`src/rtl/serdes_tx_framer.sv`:
```
// SERDES transmit framer: buffers payload words in a FIFO, releases them only
// as whole samples, fills gaps with K28.0 idle and inserts sample-aligned
// K28.1/K28.4 comma/sync bursts periodically or on request.
module serdes_tx_framer #(
  parameter int FIFO_DEPTH     = 16,
  parameter int CNTR_WIDTH     = 4,
  parameter int SAMPLE_WORDS   = 2,
  parameter int ALIGN_INTERVAL = 65535
) (
  input  logic                  dsp_clk,
  input  logic                  dsp_rst,
  input  logic [15:0]           tx_dat_i,
  input  logic                  tx_en,
  output logic                  tx_rdy,
  input  logic                  tx_pause,
  input  logic                  align_req,
  output logic                  ser_tx_clk,
  output logic [15:0]           ser_t,
  output logic                  ser_tklsb,
  output logic                  ser_tkmsb,
  output logic [CNTR_WIDTH:0]   fifo_level,
  output logic                  align_active
);

  localparam int LW  = CNTR_WIDTH + 1;
  localparam int WPW = (SAMPLE_WORDS > 1) ? $clog2(SAMPLE_WORDS) : 1;
  localparam int CDW = $clog2(ALIGN_INTERVAL + 1);

  localparam logic [15:0]    K_IDLE  = 16'h1C1C;
  localparam logic [15:0]    K_COMMA = 16'h3C3C;
  localparam logic [15:0]    K_SYNC  = 16'h9C9C;
  localparam logic [LW-1:0]  LVL_FULL   = LW'(FIFO_DEPTH);
  localparam logic [LW-1:0]  LVL_SAMPLE = LW'(SAMPLE_WORDS);
  localparam logic [WPW-1:0] WP_LAST    = WPW'(SAMPLE_WORDS - 1);
  localparam logic [CDW-1:0] CD_RELOAD  = CDW'(ALIGN_INTERVAL);

  typedef enum logic [1:0] {
    ST_DATA  = 2'd0,
    ST_COMMA = 2'd1,
    ST_SYNC  = 2'd2
  } state_e;

  logic [15:0]           mem [FIFO_DEPTH];
  logic [CNTR_WIDTH-1:0] wr_ptr_q, rd_ptr_q;
  logic [LW-1:0]         level_q;
  logic                  enq, deq;

  state_e         state_q, state_d;
  logic [WPW-1:0] wp_q, wp_d, wp_next;
  logic [CDW-1:0] cd_q, cd_d;
  logic           latch_q, latch_d;
  logic [15:0]    ser_q, ser_d;
  logic [1:0]     k_q, k_d;
  logic           aa_q;
  logic           pending;

  // Ready is gated by reset so no write slips in while the FIFO is being cleared.
  assign tx_rdy     = ~dsp_rst & (level_q != LVL_FULL);
  assign enq        = tx_en & tx_rdy;
  assign fifo_level = level_q;
  assign ser_tx_clk = dsp_clk;
  assign ser_t      = ser_q;
  assign ser_tklsb  = k_q[0];
  assign ser_tkmsb  = k_q[1];
  assign align_active = aa_q;

  // FIFO storage; write-only port, contents need no reset.
  always_ff @(posedge dsp_clk) begin
    if (enq) mem[wr_ptr_q] <= tx_dat_i;
  end

  // FIFO pointers and occupancy; full refuses writes even when a read happens.
  always_ff @(posedge dsp_clk) begin
    if (dsp_rst) begin
      wr_ptr_q <= '0;
      rd_ptr_q <= '0;
      level_q  <= '0;
    end else begin
      if (enq) wr_ptr_q <= wr_ptr_q + 1'b1;
      if (deq) rd_ptr_q <= rd_ptr_q + 1'b1;
      case ({enq, deq})
        2'b10:   level_q <= level_q + LW'(1);
        2'b01:   level_q <= level_q - LW'(1);
        default: level_q <= level_q;
      endcase
    end
  end

  assign pending = (cd_q == '0) | latch_q;
  assign wp_next = (wp_q == WP_LAST) ? '0 : wp_q + WPW'(1);

  // Framing decision: pick the word for next cycle's wire and the next state.
  always_comb begin
    state_d = state_q;
    wp_d    = wp_q;
    cd_d    = cd_q;
    latch_d = latch_q | align_req;
    deq     = 1'b0;
    ser_d   = K_IDLE;
    k_d     = 2'b11;
    case (state_q)
      ST_DATA: begin
        cd_d = (cd_q == '0) ? '0 : cd_q - CDW'(1);
        if (wp_q != '0) begin
          // Mid-sample: the rest of the sample is already in the FIFO.
          deq   = 1'b1;
          ser_d = mem[rd_ptr_q];
          k_d   = 2'b00;
          wp_d  = wp_next;
        end else if (pending) begin
          state_d = ST_COMMA;
          latch_d = align_req;
        end else if ((level_q >= LVL_SAMPLE) && !tx_pause) begin
          deq   = 1'b1;
          ser_d = mem[rd_ptr_q];
          k_d   = 2'b00;
          wp_d  = wp_next;
        end
      end
      ST_COMMA: begin
        ser_d = K_COMMA;
        wp_d  = wp_next;
        if (wp_q == WP_LAST) state_d = ST_SYNC;
      end
      ST_SYNC: begin
        ser_d = K_SYNC;
        wp_d  = wp_next;
        if (wp_q == WP_LAST) begin
          state_d = ST_DATA;
          cd_d    = CD_RELOAD;
        end
      end
      default: begin
        state_d = ST_DATA;
        wp_d    = '0;
      end
    endcase
  end

  // State and registered wire outputs; align_active lines up with the burst on the wire.
  always_ff @(posedge dsp_clk) begin
    if (dsp_rst) begin
      state_q <= ST_DATA;
      wp_q    <= '0;
      cd_q    <= CD_RELOAD;
      latch_q <= 1'b0;
      ser_q   <= K_IDLE;
      k_q     <= 2'b11;
      aa_q    <= 1'b0;
    end else begin
      state_q <= state_d;
      wp_q    <= wp_d;
      cd_q    <= cd_d;
      latch_q <= latch_d;
      ser_q   <= ser_d;
      k_q     <= k_d;
      aa_q    <= (state_q == ST_COMMA) || (state_q == ST_SYNC);
    end
  end

endmodule

```
`config.mk`:
```
export PLATFORM = sky130hd
export DESIGN_NAME = serdes_tx_framer
export DESIGN_NICKNAME = d
export VERILOG_FILES = /design/src/rtl/serdes_tx_framer.sv
export SDC_FILE = /design/constraint.sdc
export NUM_CORES = 1
export LEC_CHECK = 0
export ABC_CLOCK_PERIOD_IN_PS = 10000
export CORE_UTILIZATION = 60
export CTS_BUF_LIST = sky130_fd_sc_hd__clkbuf_16
export DETAILED_ROUTE_END_ITERATION = 7
export PLACE_DENSITY = 0.81
export SKIP_CTS_REPAIR_TIMING = 1
export SLEW_MARGIN = 5
export SYNTH_ARGS = -nofsm -noshare
export SYNTH_HDL_FRONTEND = slang
export SYNTH_SLANG_ARGS = --single-unit
```
`constraint.sdc`:
```
create_clock -name dsp_clk -period 10 [get_ports dsp_clk]
set_clock_uncertainty 0.05 [all_clocks]
set_input_delay 2.5 -clock dsp_clk [delete_from_list [all_inputs] [get_ports dsp_clk]]
set_output_delay 2.5 -clock dsp_clk [all_outputs]
set_load 0.05 [all_outputs]
```
==> impl_results.md <==
* Sw Ratio at 0.265
* Routed wire length at 25.6 mm
* Num rows at 51
* Met2 Usage GRT at 0.426
* Pwr/cell area at 239 nW/um^2
* Max Cap Viol at 0
* Sw power at 895 uW
* Post-route setup slack at 1.52 ns
* Sequential power share at 0.449
* Die width at 145 um
* Busiest grt layer: met2
* Die H at 145 um
* RSZ-0062 raised after global routing: false
* Syn avg cell area at 17.8 sq um
* CTS clk-pin slew, worst paths at 0.06 ns
* P&R area growth vs syn at 15.3%
* VDD IR max at 0.215 mV
* CTS tree: built
* Synthesized cell area at 12300 sq um
* Antenna viol nets, final at 0
* GRT overflow at 0
* Yosys synthesis warning count at 0
* I/O pin total at 47
* Core area at 19700 sq um
* Clk_lat worst skew at 0.66 ns
* M1 GR Usage at 0.346
* Grt met3 use at 0.0443
* DP Wirelength at 15.1 mm
* Yosys top cell area share at 0.627
* Hold slack at 0.425 ns
* FILL cells at 1111
* Most frequent cells in the layout: 256 x edfxtp_1, 80 x mux4_2, 53 x dfxtp_1
* DIE AREA at 21000 sq um
* Initial antenna violation count at 0
* Sequential share of the synthesized area at 0.717
* Max Transition Viols Final at 0
* EDFF count, synth at 256
* Gate power share at 0.186
* Area of the multi-input gates at 3270 sq um
* Hold Crit Class: flop to flop
* DRC Markers at 0
* Worst-path fanout max at 2
* Layout cell share with drive strength beyond 1 at 0.204
* Mapped Nets at 724
* Reg-to-reg slack, setup at 5.57 ns
* Setup violations, final at 0
* Place WS at 1.78 ns
* Startpoint Class: clock port
* Diodes inserted at 0
* Required @ worst endpoint at 7.45 ns
* Initial Utilization at 0.622
* Routed vias at 6613
* Pint at 2480 uW
* Port buffer count at 46
* Total GRT Usage at 0.254
* Clk pwr share at 0.365
* Slew @ Worst Pin at 1.04 ns
* FF+latch count, synth at 311
* Cell variety after synth at 48
* Commonest non-fill, non-tap cell in the layout: edfxtp_1
* Slew headroom at 0.305
* Routed len/inst at 24.6 um
* First drt pass iteration count at 7
* Worst Path Arrival at 5.93 ns
* Vias per cell at 6.36
* FF+latch area at 8790 sq um
* Synth area leaders: edfxtp_1 63%, mux4_2 15%, dfxtp_1 9.0%
* Crit Path Class: clock port to primary output
* DR iter-0 viols at 710
* Largest net degree at the start of global routing at 65
* Status: finished clean
* Final GP Congestion at 0.853
* Hold Vio Cnt, Final at 0
* Fin nets at 787
* Cells after Synth at 688
* Synth Flop Type: edfxtp_1
* Final setup TNS at 0 ns
* Kind of end point of the critical path: primary output
* Vias in the first global route at 6913
* Area leader, netlist: edfxtp_1
* Cell leakage power at 0.00457 uW
* Asr flop ratio synth at 0
* Global-route wire length before repair at 40.4 mm
## power groups by stage
stage	Sequential, uW	Clock, uW	Combinational [uW]
final	1510	1230	627
after global routing	1520	1300	676
after CTS	1510	1240	628
after detailed placement	1540	23.1	618
after global placement	1530	23.1	604
after floorplan	1580	21.6	413
## worst paths after layout
kind                            cells after the start  startpoint       endpoint
worst max-delay path                                3     dsp_clk     ser_tx_clk
worst min-delay path                                2     cd_q[8]        cd_q[8]
worst max register to register                     14  state_q[1]  fifo_level[4]
worst min register to register                      2     cd_q[8]        cd_q[8]
## flip-flops by register name (all words and copies together) (netlist names), named ones only
signal,cells
ser_t,16
k_q,1
rd_ptr_q,4
wp_q,1
align_active,1
state_q,2
cd_q,16
wr_ptr_q,4
fifo_level,5
mem,256
latch_q,1
## worst max-delay path, cell delays in order
cell	delay, ns
clkbuf_16	0.12
clkbuf_16	0.13
clkdlybuf4s50_1	0.69
## metrics by stage
stage	util	total power [uW]	instances	cell area, sq um
global route	0.717	3500	1039	14100
finish	0.717	3370	1039	14100
detailed placement	0.662	2180	981	13100
floorplan	-	2020	688	12300
global placement	0.662	2160	981	13100
CTS	0.717	3390	1039	14100
## cell usage after synthesis, drive strengths merged, types with 2 or more instances
cell and number:
mux2i 4, o211ai 4, mux4 80, o31ai 3
nor3 12, nor4 4, a31oi 4, a21oi 27
nor3b 2, o21ai 32, o311ai 2, or2 2
or3 3, buf 16, nor2 45, xnor2 4
clkbuf 22, a21o 3, nand2b 4, dfxtp 55
nand3 8, ha 15, and3 6, inv 12
o21bai 4, nor2b 3, xor2 6, nand2 33
nand4 5, edfxtp 256
## area by class of cell
cell class              instances  area share
well taps                     265      0.0234
multi-input cells             326       0.231
clock buffers                  35      0.0609
flip-flops and latches        311       0.622
repair buffers                 65      0.0425
clock inverters                24      0.0167
inverters                      13     0.00345
## cells by family after synthesis
group,Yosys count,share of synthesized area
AOI/OAI and AO/OA,86,0.0414
xor gates and xnor gates,10,0.00714
adders and majority gates,15,0.0153
buffers and inverters,51,0.0184
DFF,311,0.717
muxes,85,0.151
and+or+nand+nor,130,0.0499
## metal layers
layer  part of all wire  vias up
li1                   -     2851
met1               0.39     3389
met2               0.51      326
met3              0.074       47
met4              0.020        0
met5                  0        -
Note: power is estimated with default switching activity, not from simulation.
